`src/rtl/mac_vector_engine_if.sv`:
```
// ---------------------------------------------------------------------------
// mac_vector_engine_if
//   CPU look-ahead bus bundle for the MAC vector engine register region.
//
//   Signals:
//     bus_sel    master->slave  access targets this block's region
//     bus_addr   master->slave  byte offset within the region (6 bits)
//     bus_write  master->slave  write strobe
//     bus_read   master->slave  read strobe
//     bus_wdata  master->slave  write data
//     bus_rdata  slave->master  registered read data
//     bus_ready  slave->master  high when the engine can accept an access
//
//   Handshake: a request (bus_sel with bus_read or bus_write) is taken in
//   the cycle where bus_ready is also high. While bus_ready is low the
//   master holds the request unchanged. Each taken request is performed
//   exactly once. Read data appears on bus_rdata the cycle after the read
//   is taken.
// ---------------------------------------------------------------------------
interface mac_vector_engine_if;
    logic        bus_sel;
    logic [5:0]  bus_addr;
    logic        bus_write;
    logic        bus_read;
    logic [31:0] bus_wdata;
    logic [31:0] bus_rdata;
    logic        bus_ready;

    modport master (
        output bus_sel, bus_addr, bus_write, bus_read, bus_wdata,
        input  bus_rdata, bus_ready
    );

    modport slave (
        input  bus_sel, bus_addr, bus_write, bus_read, bus_wdata,
        output bus_rdata, bus_ready
    );
endinterface

```
`src/rtl/mac_vector_engine.sv`:
```
// ---------------------------------------------------------------------------
// mac_vector_engine
//   Memory-mapped multiply-accumulate engine. The CPU programs a data
//   address, strides, a tap count and a start coefficient index, then
//   writes START. The engine issues one RAM/ROM operand pair per cycle,
//   multiplies them at full precision and adds (or subtracts) the product
//   into the selected accumulator, optionally saturating.
//
//   Ports:
//     clk, resetn   clock, synchronous active-low reset
//     bus           register bus (slave modport of mac_vector_engine_if)
//     ram_addr      byte address of the data word being fetched
//     ram_rdata     data word, valid one cycle after ram_addr
//     coef_index    coefficient ROM index
//     coef_data     coefficient, valid one cycle after coef_index
//     busy          high while a run is in progress
//
//   Timeline of a run with T taps (cycle 0 = START write):
//     cycles 1..T     FETCH, issue k = cycle-1
//     cycles T+1,T+2  DRAIN, last operands land then accumulate
//     cycle  T+3      IDLE, result visible
// ---------------------------------------------------------------------------
module mac_vector_engine #(
    parameter int DATA_W  = 32,
    parameter int COEF_W  = 18,
    parameter int ACC_W   = 32,
    parameter int IDX_W   = 9,
    parameter int NUM_ACC = 2,
    parameter int CNT_W   = 8
) (
    input  logic                   clk,
    input  logic                   resetn,
    mac_vector_engine_if.slave     bus,
    output logic [31:0]            ram_addr,
    input  logic [DATA_W-1:0]      ram_rdata,
    output logic [IDX_W-1:0]       coef_index,
    input  logic [COEF_W-1:0]      coef_data,
    output logic                   busy
);
    localparam int SEL_W  = (NUM_ACC > 1) ? $clog2(NUM_ACC) : 1;
    localparam int PROD_W = DATA_W + COEF_W;
    localparam int SUM_W  = ((PROD_W > ACC_W) ? PROD_W : ACC_W) + 1;

    typedef enum logic [1:0] {
        IDLE  = 2'd0,
        FETCH = 2'd1,
        DRAIN = 2'd2
    } state_t;

    state_t state_q, state_d;

    // Configuration registers
    logic [31:0]       data_addr_q;
    logic [CNT_W-1:0]  taps_q;
    logic [7:0]        coef_stride_q;
    logic [1:0]        mode_q;
    logic [31:0]       data_stride_q;
    logic [SEL_W-1:0]  acc_sel_q;
    logic              ovf_q;
    logic [ACC_W-1:0]  acc_q [NUM_ACC];

    // Run state
    logic [31:0]       ptr_q;
    logic [IDX_W-1:0]  idx_q;
    logic [CNT_W-1:0]  cnt_q;
    logic              drain_q;

    // Operand pipeline
    logic              v1_q;       // operands for an issue are on ram_rdata/coef_data
    logic              s1_v_q;     // stage-1 registers hold a valid pair
    logic [DATA_W-1:0] s1_data_q;
    logic [COEF_W-1:0] s1_coef_q;

    logic [31:0]       rdata_q, rdata_d;

    // Bus decode: requests are only taken while IDLE, so a stalled request
    // has no side effect until it is finally accepted.
    logic take, wr_en, rd_en, go;
    assign take  = bus.bus_sel && (state_q == IDLE);
    assign wr_en = take && bus.bus_write;
    assign rd_en = take && bus.bus_read;
    assign go    = wr_en && (bus.bus_addr == 6'h04) && (taps_q != '0);

    assign bus.bus_ready = (state_q == IDLE);
    assign bus.bus_rdata = rdata_q;
    assign busy          = (state_q != IDLE);
    assign ram_addr      = ptr_q;
    assign coef_index    = idx_q;

    // ---------------- FSM ----------------
    always_ff @(posedge clk) begin
        if (!resetn) begin
            state_q <= IDLE;
        end else begin
            state_q <= state_d;
        end
    end

    always_comb begin
        state_d = state_q;
        unique case (state_q)
            IDLE:    if (go) state_d = FETCH;
            FETCH:   if (cnt_q == CNT_W'(1)) state_d = DRAIN;
            DRAIN:   if (drain_q) state_d = IDLE;
            default: state_d = IDLE;
        endcase
    end

    // ---------------- MAC arithmetic ----------------
    logic [ACC_W-1:0]        acc_cur, acc_d;
    logic signed [PROD_W-1:0] prod;
    logic signed [SUM_W-1:0]  acc_ext, prod_ext, sum;
    logic [SUM_W-ACC_W:0]     sum_hi;
    logic                     sat_hit;

    always_comb begin
        acc_cur  = acc_q[acc_sel_q];
        // Both operands sign-extended to the product width so the truncated
        // product is the exact signed result.
        prod     = $signed({{COEF_W{s1_data_q[DATA_W-1]}}, s1_data_q})
                 * $signed({{DATA_W{s1_coef_q[COEF_W-1]}}, s1_coef_q});
        acc_ext  = $signed({{(SUM_W-ACC_W){acc_cur[ACC_W-1]}}, acc_cur});
        prod_ext = $signed({{(SUM_W-PROD_W){prod[PROD_W-1]}}, prod});
        sum      = mode_q[1] ? (acc_ext - prod_ext) : (acc_ext + prod_ext);
        // The sum fits the accumulator when all bits above the accumulator
        // sign bit agree with it.
        sum_hi   = sum[SUM_W-1:ACC_W-1];
        sat_hit  = 1'b0;
        acc_d    = sum[ACC_W-1:0];
        if (mode_q[0] && !((&sum_hi) || !(|sum_hi))) begin
            sat_hit = 1'b1;
            acc_d   = sum[SUM_W-1] ? {1'b1, {(ACC_W-1){1'b0}}}
                                   : {1'b0, {(ACC_W-1){1'b1}}};
        end
    end

    // ---------------- Read mux ----------------
    always_comb begin
        rdata_d = 32'h0;
        unique case (bus.bus_addr)
            6'h00: rdata_d = data_addr_q;
            6'h0C: begin
                rdata_d[CNT_W-1:0] = taps_q;
                rdata_d[15:8]      = coef_stride_q;
                rdata_d[17:16]     = mode_q;
            end
            6'h10: rdata_d = data_stride_q;
            6'h14: rdata_d[SEL_W-1:0] = acc_sel_q;
            6'h18: rdata_d[1:0] = {ovf_q, busy};
            default: begin
                for (int n = 0; n < NUM_ACC; n++) begin
                    if (bus.bus_addr == 6'(32 + 4 * n)) rdata_d = 32'(acc_q[n]);
                end
            end
        endcase
    end

    // ---------------- Datapath ----------------
    always_ff @(posedge clk) begin
        if (!resetn) begin
            data_addr_q   <= 32'h0;
            taps_q        <= CNT_W'(8);
            coef_stride_q <= 8'd64;
            mode_q        <= 2'b00;
            data_stride_q <= 32'd512;
            acc_sel_q     <= '0;
            ovf_q         <= 1'b0;
            for (int n = 0; n < NUM_ACC; n++) acc_q[n] <= '0;
            ptr_q         <= 32'h0;
            idx_q         <= '0;
            cnt_q         <= '0;
            drain_q       <= 1'b0;
            v1_q          <= 1'b0;
            s1_v_q        <= 1'b0;
            s1_data_q     <= '0;
            s1_coef_q     <= '0;
            rdata_q       <= 32'h0;
        end else begin
            if (wr_en) begin
                unique case (bus.bus_addr)
                    6'h00: data_addr_q <= bus.bus_wdata;
                    6'h08: acc_q[acc_sel_q] <= bus.bus_wdata[ACC_W-1:0];
                    6'h0C: begin
                        taps_q        <= bus.bus_wdata[CNT_W-1:0];
                        coef_stride_q <= bus.bus_wdata[15:8];
                        mode_q        <= bus.bus_wdata[17:16];
                    end
                    6'h10: data_stride_q <= bus.bus_wdata;
                    6'h14: acc_sel_q <= bus.bus_wdata[SEL_W-1:0];
                    6'h18: if (bus.bus_wdata[1]) ovf_q <= 1'b0;
                    default: ;
                endcase
            end

            if (go) begin
                ptr_q     <= data_addr_q;
                idx_q     <= bus.bus_wdata[IDX_W-1:0];
                acc_sel_q <= bus.bus_wdata[IDX_W +: SEL_W];
                cnt_q     <= taps_q;
            end else if (state_q == FETCH) begin
                ptr_q <= ptr_q + data_stride_q;
                idx_q <= idx_q + IDX_W'(coef_stride_q);
                cnt_q <= cnt_q - CNT_W'(1);
            end

            drain_q   <= (state_q == DRAIN) ? ~drain_q : 1'b0;

            v1_q      <= (state_q == FETCH);
            s1_v_q    <= v1_q;
            s1_data_q <= ram_rdata;
            s1_coef_q <= coef_data;

            if (s1_v_q) begin
                acc_q[acc_sel_q] <= acc_d;
                if (sat_hit) ovf_q <= 1'b1;
            end

            if (rd_en) rdata_q <= rdata_d;
        end
    end
endmodule

```
`src/flat_wrapper.sv`:
```
// flat-port wrapper written by rule: the top's interface ports become plain ports
module mac_vector_engine_flat 
#(
    parameter int DATA_W  = 32,
    parameter int COEF_W  = 18,
    parameter int ACC_W   = 32,
    parameter int IDX_W   = 9,
    parameter int NUM_ACC = 2,
    parameter int CNT_W   = 8
)
  (clk, resetn, ram_addr, ram_rdata, coef_index, coef_data, busy, bus_bus_sel, bus_bus_addr, bus_bus_write, bus_bus_read, bus_bus_wdata, bus_bus_rdata, bus_bus_ready);
  mac_vector_engine_if bus_i ();
  input  logic clk;
  input  logic resetn;
  output logic [31:0] ram_addr;
  input  logic [DATA_W-1:0] ram_rdata;
  output logic [IDX_W-1:0] coef_index;
  input  logic [COEF_W-1:0] coef_data;
  output logic busy;
  input wire logic [$bits(bus_i.bus_sel)-1:0] bus_bus_sel;
  input wire logic [$bits(bus_i.bus_addr)-1:0] bus_bus_addr;
  input wire logic [$bits(bus_i.bus_write)-1:0] bus_bus_write;
  input wire logic [$bits(bus_i.bus_read)-1:0] bus_bus_read;
  input wire logic [$bits(bus_i.bus_wdata)-1:0] bus_bus_wdata;
  output wire logic [$bits(bus_i.bus_rdata)-1:0] bus_bus_rdata;
  output wire logic [$bits(bus_i.bus_ready)-1:0] bus_bus_ready;
  assign bus_i.bus_sel = bus_bus_sel;
  assign bus_i.bus_addr = bus_bus_addr;
  assign bus_i.bus_write = bus_bus_write;
  assign bus_i.bus_read = bus_bus_read;
  assign bus_i.bus_wdata = bus_bus_wdata;
  assign bus_bus_rdata = bus_i.bus_rdata;
  assign bus_bus_ready = bus_i.bus_ready;
  mac_vector_engine #(.DATA_W(DATA_W), .COEF_W(COEF_W), .ACC_W(ACC_W), .IDX_W(IDX_W), .NUM_ACC(NUM_ACC), .CNT_W(CNT_W)) u_core (.clk(clk), .resetn(resetn), .bus(bus_i), .ram_addr(ram_addr), .ram_rdata(ram_rdata), .coef_index(coef_index), .coef_data(coef_data), .busy(busy));
endmodule
```
`config.mk`:
```
export PLATFORM = sky130hd
export DESIGN_NAME = mac_vector_engine_flat
export DESIGN_NICKNAME = d
export VERILOG_FILES = /design/src/rtl/mac_vector_engine_if.sv /design/src/rtl/mac_vector_engine.sv /design/src/flat_wrapper.sv
export SDC_FILE = /design/constraint.sdc
export NUM_CORES = 2
export LEC_CHECK = 0
export BUFFER_PORTS_ARGS = -buffer_cell sky130_fd_sc_hd__buf_2
export CAP_MARGIN = 40
export CORE_MARGIN = 5
export CORE_UTILIZATION = 30
export DETAILED_ROUTE_END_ITERATION = 7
export HOLD_SLACK_MARGIN = 0.02
export PLACE_DENSITY = 0.46
export SYNTH_ARGS = -nofsm -noshare
export SYNTH_HDL_FRONTEND = slang
export SYNTH_SLANG_ARGS = --single-unit
```
`constraint.sdc`:
```
create_clock -name clk -period 10.9 [get_ports clk]
set_input_delay 2.725 -clock clk [delete_from_list [all_inputs] [get_ports clk]]
set_output_delay 2.725 -clock clk [all_outputs]
set_load 0.05 [all_outputs]
```
==> results.md <==
* Switching Share at 0.520
* Comb pwr share at 0.779
* FF+latch area at about 6400 sq um
* Filler cells at 13300
* CP delay by family, top: adder cells
* Slowest cell delay on critical path at 0.64 ns
* Area of the die at 134000 sq um
* DRT iter0 DRCs at about 2200
* Min Tclk post-route at about 10 ns
* Outcome: completed
* Worst Path Class, Setup: reg2reg
* DRC at 0
* Post-DRT Antenna Nets at 0
* Post-synthesis cell area at 38100 sq um
* Pre-CTS setup slack at 0.0545 ns
* Slew Viols, Final at 0
* CTS tree: yes
* Core footprint at 126000 sq um
* Element type at the critical path end: flip-flop
* Initial antenna violation count at 2
* Vias in the first global route at ~33000
* Global-route wire length before repair at 198000 um
* Chip Height at 366 um
* P per Cell Area at ~260 nW/um^2
* Netlist cell types at 83
* Total GRT Usage at 0.185
* Worst path slowest cell: fa_1
* Nets@finish at 5526
* Dominant synthesized flop cell: dfxtp_1
* Fraction of layout cells with a size suffix above 1 at 0.116
* Finished layout cell area at 43100 sq um
* Synth Net Count at around 5400
* Reg-to-Reg Start: u_core.s1_data_q[16]
* Max Clock Skew at 0.0468 ns
* Worst-Margin Slew at ~0.95 ns
* Maximum fanout along the worst path at 29
* Hold bufs inserted after CTS at 0
* Port Buf Inserts at 167
* Origin of the worst min-delay path: u_core.v1_q
* Initial core utilization at 0.303
* Worst Path Arrival at between 10 and 15 ns
* Floorplan row count at 130
* Reg2reg path depth at 37
* Root buffer cell: clkbuf_16
* Reg2reg end: u_core.acc_q[0][6]
* Seq/Total Area, Yosys at 0.167
* FMAX at 95.4 MHz
* Tightest Hold Check Type: reg2reg
* Clock group share of total power at 0.118
* Switching pwr at 5.84 mW
* Slack of the critical path at a little over 0.4 ns
* ANT cells at 0
* CP Launch Type: flip-flop
* Routability cong. at 0.876
* Avg Synthesized Cell Area at 8.39 sq um
* Internal power at 5.39 mW
* Worst-skew pair later-pin latency at 0.61 ns
* Routed Wire Length at 124000 um
* Buf/Inv on CP at 6
* Grt ovf at 0
* Yosys reg bits at between 200 and 300
* Pwr Total at 11.2 mW
* Via count at 31900
* CTS Buffer Depth at 3
* Final HPWL from detailed placement at ~100000 um
* Leakage at 19.0 nW
* Hold depth at 1
* Routed len/inst at 19.5 um
* Sequential share of power at 0.103
* Async SR Flop Fraction at 0
* CTS Buf Count at 38
* Largest net degree at the start of global routing at 72
* Final setup fails at 0
* Htree depth at 2
* Critical Path RT at 11.21 ns
* Hold worst-path end: u_core.s1_v_q
* Reg-to-reg slack, setup at 0.41 ns
* Post-synth EDFFs at 64
* Peak VDD IR at 0.215 mV
* Drt first pass iters at 6
* Multi-input logic area at 28700 sq um
* Fin crit share at 0.962
* Most common cell on crit path: fa_1
* Synth warnings at 0
* Hold Violations, Final at 0
* Die width at 366 um
* Max_cap viols at 0
* IO Count at 168
* Slew HR at 0.360
* Clock slew at reported path FFs at around 0.06 ns
* Num Clock Sinks at 285
* Area delta synth->final at 13.3%
* Mapped Cells at 4539
* Via density at between 5 and 6
* DP Area at 41600 sq um
[state kept, by name, indices dropped and copies added, names as in the netlist, 2 cells and up, named ones only]
signal and cells:
u_core.state_q 2, u_core.acc_q 64, u_core.data_stride_q 32, u_core.taps_q 8
u_core.data_addr_q 32, u_core.s1_coef_q 18, u_core.coef_stride_q 8, u_core.s1_data_q 32
u_core.mode_q 2, u_core.ram_addr 32, u_core.cnt_q 8, u_core.coef_index 9
u_core.bus.bus_rdata 32
[synth_stat cells (5+ instances only)]
library cell    n  area (sq um)
nand2_1       726          2730
inv_1         606          2270
fa_1          556         11100
a21oi_1       382          1910
clkbuf_1      241           905
and2_1        231          1450
dfxtp_1       221          4420
ha_1          213          2670
nor2_1        197           739
o21ai_0       127           636
xnor2_1        93           815
a21o_1         83           623
a22oi_1        79           593
edfxtp_1       64          1920
nand3_1        63           315
xor2_1         59           517
nor3_1         50           250
a31oi_1        49           307
nand2b_1       35           219
and3_1         33           206
mux2_2         32           360
mux2i_1        32           320
a211oi_1       28           210
nand4_1        26           163
o211ai_1       23           173
o21bai_1       22           165
nor2b_1        18           113
nor4_1         18           113
o21a_1         16           120
a221oi_1       15           131
buf_2          15          75.1
or2_2          13          81.3
or3_1          13          81.3
buf_1          11          41.3
o22ai_1        10          62.6
and4_1          9          78.8
o21ai_1         9          45.0
a311oi_1        8          70.1
a2111oi_0       7          61.3
o2111ai_1       7          61.3
a211o_1         5          43.8
a221o_1         5          50.1
a41oi_1         5          43.8
o311a_1         5          50.1
[layout by cell type, fill, tap and decap left out, drive strengths merged, types with 23 or more instances in the layout]
master  synthesis  routed
a211oi         30      30
a21o           83      83
a21oi         382     382
a22oi          79      79
a31oi          50      50
and2          233     233
and3           33      33
buf            26     351
clkbuf        241      50
dfxtp         221     221
edfxtp         64      64
fa            556     556
ha            213     213
inv           607     610
mux2           32      32
mux2i          32      32
nand2         726     726
nand2b         35      35
nand3          64      64
nand4          26      26
nor2          197     197
nor3           51      51
o211ai         23      23
o21ai         136     136
xnor2          93      93
xor2           59      59
[final cells by class]
cell class,count,share of cell area
multi-input combinational,3380,0.665
timing repair buffer,352,0.0571
clock inverter,18,0.00571
tap,1650,0.0479
inverter,607,0.0529
clock buffer,50,0.0240
sequential,285,0.148
[per-layer routing]
layer / GRT usage / share of wire
met5: 0 / 0
met4: 0.0300 / 0.015
met3: 0.0154 / 0.037
met2: 0.307 / 0.47
met1: 0.267 / 0.48
[worst max-delay path by stage]
stage,from,end,slack (ns),depth (start not counted)
finish,u_core.s1_data_q[16],u_core.acc_q[0][6],0.41,37
global route,u_core.s1_data_q[16],u_core.acc_q[1][6],-0.07,41
CTS,u_core.s1_coef_q[7],u_core.acc_q[0][22],0.05,42
detailed placement,u_core.s1_data_q[9],u_core.acc_q[0][22],0.05,41
global placement,u_core.s1_data_q[9],u_core.acc_q[0][4],-0.13,40
floorplan,u_core.s1_data_q[7],u_core.acc_q[0][0],0.47,43
[stage by stage]
| step | setup TNS, ns | hold slack [ns] | utilization | instances |
|---|---|---|---|---|
| after global routing | -1.45 | 0.481 | 0.343 | 6342 |
| after global placement | -7.07 | 0.425 | 0.330 | 6267 |
| after CTS | 0 | 0.456 | 0.341 | 6340 |
| after floorplan | 0 | 0.412 | - | 4539 |
| after detailed placement | 0 | 0.442 | 0.331 | 6272 |
| final | 0 | 0.466 | 0.343 | 6342 |
[power groups by stage]
stage / clock (mW) / sequential, mW / combinational, mW
floorplan: 0 / 1.16 / 5.69
global placement: 0 / 1.17 / 8.57
detailed placement: 0 / 1.17 / 8.47
CTS: 1.37 / 1.15 / 8.55
global route: 1.41 / 1.15 / 9.70
finish: 1.33 / 1.15 / 8.75
[worst register-to-register path, delay by kind of cell (launching register included)]
kind                     cells  cell delay [ns]
AO/OA/AOI/OAI               10             2.45
XOR/XNOR                     1             0.13
adder cells (fa/ha/maj)      8             3.88
buffers and inverters        6             0.73
flip-flops                   1             0.60
AND/OR/NAND/NOR             12             2.41
[timing repair]
item	CTS	global route
setup endpoints to repair	27	65
pin swaps	0	2
buffers inserted	0	2
resized for setup	1	68
[kinds of logic (layout without fill, tap and decap cells)]
family | Yosys count | after routing | synth area share
AOI/OAI and AO/OA | 933 | 933 | 0.153
adders and majority gates | 769 | 769 | 0.362
DFF | 285 | 285 | 0.167
xor gates and xnor gates | 152 | 152 | 0.0350
and+or+nand+nor | 1462 | 1462 | 0.179
buffers and inverters | 874 | 1027 | 0.0866
muxes | 64 | 64 | 0.0179
(Power assumes the default switching activity.)
